<file path="config.mk">
export PLATFORM = sky130hd
export DESIGN_NAME = hazard_ctrl
export DESIGN_NICKNAME = d
export VERILOG_FILES = /design/src/rtl/hazard_ctrl.sv
export SDC_FILE = /design/constraint.sdc
export NUM_CORES = 1
export LEC_CHECK = 0
export BUFFER_PORTS_ARGS = -buffer_cell sky130_fd_sc_hd__buf_2
export CAP_MARGIN = 20
export CORE_MARGIN = 5
export CORE_UTILIZATION = 40
export CTS_CLUSTER_SIZE = 12
export DETAILED_ROUTE_END_ITERATION = 10
export GPL_TIMING_DRIVEN = 0
export HOLD_SLACK_MARGIN = 0.03
export PLACE_DENSITY = 0.65
export SYNTH_ARGS = -nofsm -noshare
export SYNTH_HDL_FRONTEND = slang
export SYNTH_SLANG_ARGS = --single-unit
</file>
<file path="constraint.sdc">
create_clock -name clk -period 2.22 [get_ports clk]
set_clock_uncertainty 0.1 [all_clocks]
set_input_delay 0.333 -clock clk [delete_from_list [all_inputs] [get_ports clk]]
set_output_delay 0.333 -clock clk [all_outputs]
set_load 0.01 [all_outputs]
</file>
<file path="src/rtl/hazard_ctrl.sv">
// Hazard controller for the 5-stage MIPS32 pipeline: load-use and mul/div
// stalls, taken-branch flushes and a saturating stall-cycle counter.
module hazard_ctrl #(
  parameter int MULT_CYCLES = 4,
  parameter int DIV_CYCLES  = 32,
  parameter int CNT_W       = 6
) (
  input  logic        clk,
  input  logic        rst,
  input  logic [4:0]  rs,
  input  logic [4:0]  rt,
  input  logic        useRs,
  input  logic        useRt,
  input  logic [4:0]  rdEX,
  input  logic        lwEX,
  input  logic        GPRWrEX,
  input  logic        mdStartEX,
  input  logic        mdDivEX,
  input  logic        mdUseID,
  input  logic        branchTaken,
  output logic        PCWr,
  output logic        IFIDWr,
  output logic        IFIDFlush,
  output logic        IDEXFlush,
  output logic        mdBusy,
  output logic [15:0] stallCount
);

  typedef enum logic {MD_IDLE, MD_BUSY} md_state_t;

  md_state_t        r_state, w_state_nxt;
  logic [CNT_W-1:0] r_mdCnt, w_mdCnt_nxt;
  logic [15:0]      r_stallCount;

  logic w_loadUse, w_mdPending, w_mdHazard, w_stall;

  assign w_loadUse = lwEX & GPRWrEX & (rdEX != 5'd0) &
                     ((useRs & (rs == rdEX)) | (useRt & (rt == rdEX)));

  assign w_mdPending = (r_state == MD_BUSY) | mdStartEX;
  assign w_mdHazard  = w_mdPending & mdUseID;
  // The ID instruction is on the wrong path when a branch is taken, so never stall it.
  assign w_stall     = ~branchTaken & (w_loadUse | w_mdHazard);

  always_ff @(posedge clk or posedge rst) begin
    if (rst) begin
      r_state <= MD_IDLE;
      r_mdCnt <= '0;
    end else begin
      r_state <= w_state_nxt;
      r_mdCnt <= w_mdCnt_nxt;
    end
  end

  always_comb begin
    w_state_nxt = r_state;
    w_mdCnt_nxt = r_mdCnt;
    case (r_state)
      MD_IDLE: begin
        if (mdStartEX) begin
          w_mdCnt_nxt = mdDivEX ? CNT_W'(DIV_CYCLES) : CNT_W'(MULT_CYCLES);
          w_state_nxt = MD_BUSY;
        end
      end
      MD_BUSY: begin
        // A start seen here is ignored; the stall logic keeps it from happening.
        w_mdCnt_nxt = r_mdCnt - CNT_W'(1);
        if (r_mdCnt == CNT_W'(1)) w_state_nxt = MD_IDLE;
      end
      default: begin
        w_state_nxt = MD_IDLE;
        w_mdCnt_nxt = '0;
      end
    endcase
  end

  always_ff @(posedge clk or posedge rst) begin
    if (rst)
      r_stallCount <= '0;
    else if (w_stall && (r_stallCount != 16'hFFFF))
      r_stallCount <= r_stallCount + 16'd1;
  end

  assign PCWr       = ~w_stall;
  assign IFIDWr     = ~w_stall;
  assign IFIDFlush  = branchTaken;
  assign IDEXFlush  = w_stall | branchTaken;
  assign mdBusy     = (r_state == MD_BUSY);
  assign stallCount = r_stallCount;

endmodule

</file>
### After elaboration in Yosys (flattened, before gate mapping)

Cells that the tools add are included.

| operators by class | value |
|---|---|
| add/sub/neg operators | 2 |
| bitwise operators | 14 |
| equal/unequal tests | 5 |
| reduce and logical (&&, ||, !) cells | 2 |
| multiplexer cells | 6 |

Operator list:

| cell | number |
|---|---|
| adder 16 x 1 -> 16 bit (second input constant) | 1 |
| inequality test 16 bit (second input constant) | 1 |
| 2-to-1 mux 6 bit | 2 |
| one-hot mux 6 bit (2 select lines) | 1 |
| == test 5 bit | 2 |
| bitwise AND 1 bit | 7 |
| == test 6 x 1 -> 1 bit (second input constant) | 1 |
| subtractor 6 x 1 -> 6 bit (second input constant) | 1 |
| nonzero test 5 bit | 1 |
| bitwise OR 1 bit | 4 |
| inverter 1 bit | 3 |
| 2-to-1 mux 1 bit | 2 |
| inequality test 2 bit (second input constant) | 1 |
| one-hot mux 1 bit (2 select lines) | 1 |
| logical AND 1 bit | 1 |

| storage, ports and cells | value |
|---|---|
| logic and storage cells | 32 |
| input bits | 25 |
| bits in registers | 23 |
| output and inout port bits | 21 |

### Depth between registers and ports, before layout

Gate-level depths: netlist (run 1).

| logic depth | value |
|---|---|
| depth after elaboration | 7 |
| depth in mapped cells | 7 |

### Worst setup path after synthesis (run 1)

Ideal clock, no wire load.

| path | value |
|---|---|
| path type | input -> output |
| start point | input port rdEX[1] |
| end point | output port IDEXFlush |
| stages | 4 |
| setup slack | 260 ps |
| data arrival time | 1527 ps |
| path through | or4_1 -> o211ai_2 -> o21a_4 -> or2b_1 |

| on the way | value |
|---|---|
| longest elaborated chain between the ends | 7 |

Ends and longest elaborated chain:

| what | RTL line | RTL |
|---|---|---|
| from (decl) | 14 | `input logic [4:0] rdEX,` |
| == test 5 bit | 38 | `((useRs & (rs == rdEX)) \| (useRt & (rt == rdEX)));` |
| bitwise AND 1 bit | 38 |  |
| bitwise OR 1 bit | 38 |  |
| bitwise AND 1 bit * | 37 | `assign w_loadUse = lwEX & GPRWrEX & (rdEX != 5'd0) &` |
| bitwise OR 1 bit * | 43 | `assign w_stall = ~branchTaken & (w_loadUse \| w_mdHazard);` |
| bitwise AND 1 bit * | 43 |  |
| bitwise OR 1 bit * | 87 | `assign IDEXFlush = w_stall \| branchTaken;` |
| to (decl) | 24 | `output logic IDEXFlush,` |

Mark *: on every way between the ends. The rest lies on a longest branch, timed or not.

### Final worst setup path (run 1)

| path | value |
|---|---|
| start point | input port rdEX[4] |
| end point | output port PCWr |

| on the way | value |
|---|---|
| longest elaborated chain between the ends | 7 |

Ends and longest elaborated chain:

| what | RTL line | RTL |
|---|---|---|
| == test 5 bit | 38 |  |
| bitwise AND 1 bit | 38 |  |
| bitwise OR 1 bit | 38 |  |
| bitwise AND 1 bit * | 37 |  |
| bitwise OR 1 bit * | 43 |  |
| bitwise AND 1 bit * | 43 |  |
| inverter 1 bit * | 84 | `assign PCWr = ~w_stall;` |
| to (decl) | 21 | `output logic PCWr,` |

Marks and branches as above.

==> results.tsv, run 1 <==
stage	metric	value	unit
floorplan	die_w	68.9	um
timing	rsz0062_at_grt	true	
power_and_ir_drop	p_leak	0.000815	uW
worst_setup_path	cp-end-kind	output port	
worst_setup_path	crit_slowest_cell	or2_2	
detailed_routing	wirelength	3180	um
clock_tree	hold_buffers	0	
yosys	async_reset_ff_frac	1.00	
yosys	synth_cells	140	
yosys	synth_edf_count	0	
worst_setup_path	rrSetupSlack	0.20	ns
timing	slew_headroom	0.425	
yosys	synth_top_area_share	0.415	
placement	io_buffer_count	44	
yosys	synthSimpleGateAreaFrac	0.227	
cells_and_area	antenna_cells	0	
yosys	netlist_top_cells_area	dfrtp_1 (41%), xnor2_1 (10%), xor2_1 (5.0%), nand3_1 (3.2%), nand2_1 (3.0%)	
worst_setup_path	path_class	in2out	
yosys	synth.most_common_cell	dfrtp_1	
grt	antenna_found_initial	0	
yosys	synth_flop_cell	dfrtp_1	
worst_setup_path	cp-startpoint	rdEX[4]	
clock_tree	ctsRootBufferMaster	clkbuf_4	
floorplan	core	3340	um^2
run	maxCapViolations	0	
cells_and_area	nFillCells	325	
timing	fmax	0.459	GHz
yosys	synthXorXnorAreaFrac	0.151	
yosys	synthesis.nets	168	
placement	place_area	1670	um^2
worst_setup_path	startpoint_type	primary input	
yosys	synth-compound-area-share	0.0992	
timing	setup_viol	0	
worst_hold_path	min_path_type	in2async	
yosys	syn_area	1390	um^2
grt	overflow	0	
worst_setup_path	cpMostUsedCell	buf_2	
yosys	synth_warnings	0	
power_and_ir_drop	ir_drop	471	uV
floorplan	io_pins	46	
clock_tree	clockBufferDepth	2	
grt	grt_max_degree	24	
clock_tree	htreeDepth	1	
placement	gp_congestion	0.907	
floorplan	start_util	0.416	
timing	final_max_slew_viol_count	0	
worst_setup_path	r2r_cells	6	
cells_and_area	drive_above_1_share	0.351	
worst_setup_path	worstReg2RegEnd	stallCount[1]	
timing	period_share	0.982	
timing	finalCriticalPeriod	2.18	ns
clock_tree	numCtsBuffers	3	
worst_setup_path	critPathMaxStageDelay	0.28	ns
grt	grtUsageTotal	0.139	
worst_setup_path	cp_data_arrival_time	1.75	ns
worst_setup_path	crit_fanout	3	
yosys	synth_adder_area_share	0.0271	
worst_setup_path	regToRegStartpoint	stallCount[0]	
yosys	synth_top_family_by_area	simple AND/OR/NAND/NOR gates	
grt	grt_pass1_wl	5020	um
clock_tree	clk_latency	0.32	ns
floorplan	die_area	4750	um^2
outcome	status	completed	
grt	grt_pass1_vias	1208	
clock_tree	cts_tree	done	
detailed_routing	ant_nets	0	
cells_and_area	fin_area	1730	um^2
clock_tree	clk_pin_slew	0.14	ns
power_and_ir_drop	power.density	809	nW/um^2
placement	dp_hpwl	2490	um
cells_and_area	nets	220	
timing	finalWorstSetupSlack	0.0396	ns
worst_setup_path	critPathTopFamily	compound AO/OA/AOI/OAI gates	
worst_setup_path	crit_chain	buf_2, xnor2_2, nand4_1, o22a_1, o21a_4, or2_2, buf_4, buf_2	
timing	tns	0	ns
detailed_routing	post_drt_wl_per_cell	13.4	um
yosys	syn_avg_cell_area	9.91	um^2
clock_tree	cts.sinks	23	
placement	dp_slack	-0.0589	ns
yosys	synth_common_cells	dfrtp_1 (23), xnor2_1 (16), nand2_1 (11)	
detailed_routing	initialDrtViolationCount	28	
yosys	synth_top_cell_by_area	dfrtp_1	
detailed_routing	via_per_inst	5.01	
cells_and_area	postLayoutCoreUtil	0.517	
yosys	synth.yosys.seq_area_share	0.415	
worst_setup_path	critPathBufInv	3	
floorplan	rows	21	
cells_and_area	areaGrowthSynthToFinish	24.3	%
placement	dp_cells	230	
detailed_routing	vias	1187	
detailed_routing	firstDrtPassIters	4	
timing	tightest_slew	0.862	ns
detailed_routing	drc_errors	0	
worst_setup_path	worstPathRequired	1.79	ns
yosys	synthMuxAreaShare	0.0343	
floorplan	die_h	68.9	um
yosys	ys_ff_latch	23	
yosys	synth_cell_types	41	
cells_and_area	fin_cells	237	
timing	finalHoldViolCount	0	
## worst reg2reg max path: cells and delay by family, from the launching register on
family / cells / cell delay (ns)
compound gates: 1 / 0.13
fa+ha+maj: 1 / 0.22
flops: 1 / 0.44
mux: 1 / 0.36
simple gates: 3 / 0.67
## cells in the final DEF, fill, tap and decap left out, types with 2 or more instances in the layout
cell       n
buf_4      6
ha_1       3
nand2_1   11
xnor2_1   15
xor2_1     8
mux2_2     2
inv_1     10
nor4_2     3
nor2_1     9
dfrtp_1   23
nand4_1    4
buf_2     44
clkbuf_4   3
nor3_1     5
and3_1     3
nand3_1    9
nor4_1     2
a21oi_1    2
o21ai_0    2
## kinds of logic after synthesis
| kind of cell | after synthesis |
|---|---|
| AO/OA/AOI/OAI | 17 |
| XOR/XNOR | 24 |
| adder cells (fa/ha/maj) | 3 |
| buffers and inverters | 14 |
| flip-flops | 23 |
| multiplexers | 4 |
| AND/OR/NAND/NOR | 55 |
## routing by layer
metal  part of all wire  track usage  wire length, um  up-vias
li1                   -            -                -      587
met1               0.44        0.161             1380      566
met2               0.49        0.251             1550       30
met3              0.067       0.0276              214        4
met4              0.010       0.0511               32        0
met5                  0            0                0        -
## cell type report
cell class / count / area (um^2) / share of cell area
Multi-Input combinational cell: 103 / 756 / 0.438
Sequential cell: 23 / 576 / 0.334
Timing Repair Buffer: 47 / 243 / 0.141
Tap cell: 46 / 57.6 / 0.0334
Inverter: 10 / 37.5 / 0.0218
Buffer: 4 / 26.3 / 0.0152
Clock buffer: 3 / 22.5 / 0.0131
Clock inverter: 1 / 7.51 / 0.00435
## metrics by stage
step	power [uW]	hold slack, ns
CTS	1410	0.0974
floorplan	1010	0.235
global placement	1170	0.370
global route	1520	0.115
detailed placement	1200	0.381
finish	1400	0.0629
## worst max path at each step
stage                endpoint  slack [ns]  depth (start not counted)
floorplan           IDEXFlush        0.26                          4
global placement    IDEXFlush       -0.03                          6
detailed placement  IDEXFlush       -0.06                          6
CTS                 IDEXFlush       0.008                          6
global route        IDEXFlush       -0.01                          6
finish                   PCWr        0.04                          8
## flip-flops by register name (all words and copies together) (netlist names)
name,flops
stallCount,16
r_mdCnt,6
mdBusy,1
## power breakdown
part / switching, uW / internal [uW] / leakage (uW)
clock network: 137 / 68.8 / 0.0000139
logic: 278 / 256 / 0.000526
registers: 123 / 534 / 0.000275
## what timing repair did
item	CTS	global route
setup endpoints to repair	3	2
setup buffers	1	2
gates resized for setup	1	1
pin swaps	2	3
Power figures use the tool's default switching activity.
==> run 2: changes to the inputs <==
CTS_BUF_LIST = sky130_fd_sc_hd__clkbuf_8   (was unset)
REMOVE_ABC_BUFFERS = 1   (was unset)
==> run 2 against run 1 <==
Against the previous run:
- global-route usage is 0.51 points lower
- sequential share of layout area is 0.32 points higher
- flip-flop and latch count stayed put
- non-clock buffer count is 4 lower
- core utilization is 0.49 points lower
- wire length is 5.3% lower
- critical path depth is 2 lower
- first-iteration DRC count is 29% higher
- combinational power is 4.7% lower
- die area stayed put
- register-to-register slack better by 0.02 ns
- critical path type unchanged
==> results.tsv, run 2 (synthesized netlist as in run 1, its figures left out) <==
stage	metric	value	unit	change
worst_setup_path	critPathMaxStageDelay	0.54	ns	+0.26 ns
worst_setup_path	crit_slowest_cell	or4_1		
worst_setup_path	rrSetupSlack	0.22	ns	+0.02 ns
worst_setup_path	crit_chain	buf_2, or4_1, o211ai_2, o21a_4, or2b_1, buf_2		
timing	tightest_slew	0.872	ns	+0.0102 ns
worst_setup_path	critical_path.endpoint	IDEXFlush		
power_and_ir_drop	power.density	835	nW/um^2	+3.2%
worst_setup_path	worstPathRequired	1.79	ns	about the same
floorplan	start_util	0.416		unchanged
timing	setup_viol	0		unchanged
floorplan	die_h	68.9	um	unchanged
clock_tree	clk_pin_slew	0.08	ns	-0.06 ns
grt	grtUsageTotal	0.134		-0.00511
timing	finalCriticalPeriod	2.17	ns	-0.0126 ns
placement	gp_congestion	0.833		-8.2%
floorplan	io_pins	46		unchanged
timing	finalHoldViolCount	0		unchanged
timing	final_max_slew_viol_count	0		unchanged
timing	slew_headroom	0.418		-0.00683
worst_setup_path	worstReg2RegEnd	stallCount[1]		
cells_and_area	drive_above_1_share	0.342		-0.00854
clock_tree	cts_tree	done		
worst_setup_path	r2r_cells	6		unchanged
worst_hold_path	min_path_type	in2async		
timing	finalWorstSetupSlack	0.0522	ns	+0.0126 ns
clock_tree	ctsRootBufferMaster	clkbuf_8		
grt	grt_max_degree	24		unchanged
floorplan	die_area	4750	um^2	unchanged
run	maxCapViolations	0		unchanged
cells_and_area	fin_cells	233		-1.7%
grt	grt_pass1_wl	4890	um	-2.6%
worst_setup_path	startpoint_type	primary input		
detailed_routing	initialDrtViolationCount	36		+29%
worst_setup_path	cp-end-kind	output port		
detailed_routing	post_drt_wl_per_cell	12.9	um	-3.7%
detailed_routing	via_per_inst	5.03		+0.43%
worst_setup_path	cp_data_arrival_time	1.73	ns	-0.02 ns
outcome	status	completed		
cells_and_area	nets	216		-1.8%
detailed_routing	ant_nets	0		unchanged
power_and_ir_drop	p_leak	0.000806	uW	-1.0%
clock_tree	clockBufferDepth	2		unchanged
cells_and_area	final_cell_mix	buf_2 (45), dfrtp_1 (23), xnor2_1 (16), nand2_1 (11), inv_1 (10)		
cells_and_area	antenna_cells	0		unchanged
worst_setup_path	cp-startpoint	rdEX[1]		
worst_setup_path	path_class	in2out		
worst_setup_path	crit_fanout	3		unchanged
cells_and_area	layout_commonest_cell	buf_2		
grt	antenna_found_initial	0		unchanged
detailed_routing	firstDrtPassIters	4		unchanged
placement	dp_slack	-0.0360	ns	+0.0229 ns
power_and_ir_drop	ir_drop	504	uV	+7.1%
clock_tree	htreeDepth	1		unchanged
grt	overflow	0		unchanged
timing	fmax	0.461	GHz	+0.58%
detailed_routing	drc_errors	0		unchanged
worst_setup_path	regToRegStartpoint	stallCount[0]		
power_and_ir_drop	total_power	1430	uW	+2.2%
cells_and_area	areaGrowthSynthToFinish	23.2	%	
cells_and_area	largest_reg_flops	16		unchanged
clock_tree	clk_latency	0.26	ns	-0.06 ns
floorplan	die_w	68.9	um	unchanged
grt	grt_pass1_vias	1141		-5.5%
floorplan	core	3340	um^2	unchanged
cells_and_area	nFillCells	344		+5.8%
timing	rsz0062_at_grt	false		
placement	dp_cells	227		-1.3%
detailed_routing	wirelength	3010	um	-5.3%
timing	period_share	0.976		-0.00569
placement	dp_hpwl	2400	um	-3.4%
placement	io_buffer_count	45		+2.3%
clock_tree	numCtsBuffers	3		unchanged
clock_tree	cts.sinks	23		unchanged
detailed_routing	vias	1172		-1.3%
worst_setup_path	cpMostUsedCell	buf_2		
floorplan	rows	21		unchanged
[run 2: changes by cell type in the layout (fill, tap and decap cells not counted), sizes merged]
| cell | before | now |
|---|---|---|
| clkbuf | 4 | 3 |
| buf | 50 | 47 |
| clkinvlp | 1 | 0 |
| clkinv | 0 | 1 |
[run 2: critical path: cells and delay by family]
family / cells / cell delay (ns)
simple gates: 2 / 0.76
compound gates: 2 / 0.39
buf+inv: 2 / 0.26
[run 2: layout make-up]
type / count / area, um^2 / share of cell area
Multi-Input combinational cell: 103 / 752 / 0.440
Inverter: 10 / 37.5 / 0.0220
Sequential cell: 23 / 576 / 0.337
Timing Repair Buffer: 47 / 240 / 0.141
Tap cell: 46 / 57.6 / 0.0337
Clock inverter: 1 / 5.00 / 0.00293
Clock buffer: 3 / 41.3 / 0.0242
[run 2: timing repair]
item                                    4_1_cts  5_1_grt
hold buffers                                  0        0
resized for setup                             2        0
pin swaps                                     1        1
endpoints found under the setup margin        3        1
setup buffers                                 1        1
[run 2: worst min-delay path by stage]
stage | cells after the start | to | slack [ns]
final | 2 | stallCount[11] | 0.15
after global routing | 2 | r_mdCnt[1] | 0.22
after CTS | 2 | stallCount[3] | 0.17
after detailed placement | 1 | stallCount[8] | 0.38
after global placement | 1 | stallCount[7] | 0.37
after floorplan | 1 | mdBusy | 0.23
[run 2: report_power, final]
group | switching (uW) | internal, uW
logic | 260 | 247
registers | 134 | 535
clock network | 125 | 125
total | 520 | 907
[run 2: metal layers]
| layer | GRT usage | vias up | routed length (um) |
|---|---|---|---|
| li1 | - | 585 | - |
| met1 | 0.164 | 548 | 1330 |
| met2 | 0.237 | 37 | 1380 |
| met3 | 0.0324 | 2 | 295 |
| met4 | 0.0292 | 0 | 11 |
| met5 | 0 | - | 0 |
[run 2: per-stage QoR]
step	utilization	TNS, ns	area [um^2]	hold slack, ns
2_1_floorplan	-	0	1360	0.235
3_3_place_gp	0.493	-0.0126	1640	0.374
3_5_place_dp	0.493	-0.0360	1640	0.379
4_1_cts	0.510	0	1700	0.174
5_1_grt	0.512	0	1710	0.217
6_report	0.512	0	1710	0.147
==> run 3: changes to the inputs <==
ABC_AREA = 0   (was unset)
CTS_BUF_LIST = sky130_fd_sc_hd__clkbuf_4 sky130_fd_sc_hd__clkbuf_8   (was sky130_fd_sc_hd__clkbuf_8)
==> run 3 against run 2 <==
Against the previous run:
- first-iteration DRC count up 5.6%
- cell count did not move
- die area stayed put
- non-clock buffer count unchanged
- fmax barely moved
- flip-flop and latch count unchanged
- hold slack got worse by 0.060 ns
- wire length hardly changed
- worst setup slack about the same
- total power down 4.3%
- highest routed layer unchanged
==> results.tsv, run 3 (synthesized netlist as in run 1, its figures left out) <==
stage	metric	value	unit	change
worst_setup_path	cp-end-kind	output port		
floorplan	io_pins	46		unchanged
placement	dp_slack	-0.0360	ns	unchanged
clock_tree	cts.sinks	23		unchanged
floorplan	die_w	68.9	um	unchanged
floorplan	start_util	0.416		unchanged
timing	final_max_slew_viol_count	0		unchanged
clock_tree	hold_buffers	0		unchanged
clock_tree	clk_latency	0.30	ns	+0.04 ns
clock_tree	ctsRootBufferMaster	clkbuf_4		
timing	slew_headroom	0.418		about the same
cells_and_area	nets	216		unchanged
detailed_routing	via_per_inst	5.05		+0.34%
power_and_ir_drop	p_leak	0.000798	uW	-1.0%
floorplan	die_area	4750	um^2	unchanged
cells_and_area	largest_reg_flops	16		unchanged
cells_and_area	areaGrowthSynthToFinish	21.9	%	
grt	grtUsageTotal	0.134		+0.000341
detailed_routing	initialDrtViolationCount	38		+5.6%
clock_tree	clk_pin_slew	0.13	ns	+0.05 ns
power_and_ir_drop	total_power	1370	uW	-4.3%
timing	setup_viol	0		unchanged
clock_tree	cts_tree	done		
cells_and_area	final_cell_mix	buf_2 (45), dfrtp_1 (22), xnor2_1 (16), nand2_1 (11), inv_1 (10)		
grt	grt_pass1_wl	4890	um	unchanged
floorplan	die_h	68.9	um	unchanged
worst_setup_path	worstPathRequired	1.79	ns	about the same
cells_and_area	layout_commonest_cell	buf_2		
timing	finalWorstSetupSlack	0.0523	ns	+0.0000340 ns
placement	gp_congestion	0.833		unchanged
timing	fmax	0.461	GHz	about the same
grt	grt_pass1_vias	1138		-0.26%
placement	dp_cells	227		unchanged
detailed_routing	firstDrtPassIters	4		unchanged
clock_tree	htreeDepth	1		unchanged
grt	antenna_found_initial	0		unchanged
worst_setup_path	crit_fanout	3		unchanged
cells_and_area	fin_cells	233		unchanged
timing	period_share	0.976		about the same
placement	io_buffer_count	45		unchanged
detailed_routing	vias	1176		+0.34%
cells_and_area	antenna_cells	0		unchanged
grt	grt_max_degree	24		unchanged
timing	rsz0062_at_grt	false		
worst_setup_path	r2r_cells	6		unchanged
detailed_routing	ant_nets	0		unchanged
grt	overflow	0		unchanged
run	maxCapViolations	0		unchanged
worst_setup_path	startpoint_type	primary input		
placement	dp_hpwl	2400	um	unchanged
floorplan	rows	21		unchanged
detailed_routing	wirelength	3010	um	about the same
timing	finalHoldViolCount	0		unchanged
cells_and_area	drive_above_1_share	0.348		+0.00535
timing	tightest_slew	0.872	ns	-0.000205 ns
power_and_ir_drop	power.density	807	nW/um^2	-3.3%
worst_setup_path	path_class	in2out		
clock_tree	clockBufferDepth	2		unchanged
detailed_routing	drc_errors	0		unchanged
outcome	status	completed		
worst_hold_path	min_path_type	in2async		
detailed_routing	post_drt_wl_per_cell	12.9	um	about the same
power_and_ir_drop	ir_drop	493	uV	-2.2%
timing	finalCriticalPeriod	2.17	ns	-0.0000340 ns
clock_tree	numCtsBuffers	3		unchanged
worst_setup_path	cp_data_arrival_time	1.73	ns	about the same
floorplan	core	3340	um^2	unchanged
## run 3: per-stage QoR
step | setup TNS [ns] | hold slack (ns) | area, um^2 | util
after CTS | 0 | 0.109 | 1680 | 0.504
after global placement | -0.0126 | 0.374 | 1640 | 0.493
after floorplan | 0 | 0.235 | 1360 | -
after global routing | 0 | 0.148 | 1690 | 0.507
final | 0 | 0.0872 | 1690 | 0.507
after detailed placement | -0.0360 | 0.379 | 1640 | 0.493
## run 3: area by class of cell
cell class	instances	area, um^2
fillers	349	1650
multi-input cells	103	752
flip-flops and latches	23	577
repair buffers	47	240
well taps	46	57.6
inverters	10	37.5
clock buffers	3	22.5
clock inverters	1	5.00
## run 3: final timing paths
| path | start | end | slack (ns) |
|---|---|---|---|
| worst max-delay path | rdEX[1] | IDEXFlush | 0.05 |
| worst min-delay path | rst | stallCount[2] | 0.09 |
| worst max register to register | stallCount[0] | stallCount[1] | 0.21 |
| worst min register to register | stallCount[8] | stallCount[8] | 0.40 |
| max in group asynchronous | rst | mdBusy | 1.35 |
| min in group clk | mdStartEX | r_mdCnt[1] | 0.16 |
## run 3: routing by layer
layer | up-vias | global-route usage | share of wire
li1 | 585 | - | -
met1 | 550 | 0.166 | 0.44
met2 | 39 | 0.236 | 0.46
met3 | 2 | 0.0324 | 0.099
met4 | 0 | 0.0292 | 0.0050
met5 | - | 0 | 0
## run 3: power by group
part           total [uW]  internal [uW]  switching [uW]
Combinational         507            248             260
Clock                 189           67.1             121
Sequential            669            535             134
## run 3: critical path, stage by stage
cell      delay, ns
buf_2          0.12
or4_1          0.54
o211ai_2       0.22
o21a_4         0.17
or2b_1         0.22
buf_2          0.14
## run 3: repair_timing
action,CTS,global route
endpoints found under the setup margin,3,3
setup buffers,1,1
gates resized for setup,2,1
pin swaps,1,1
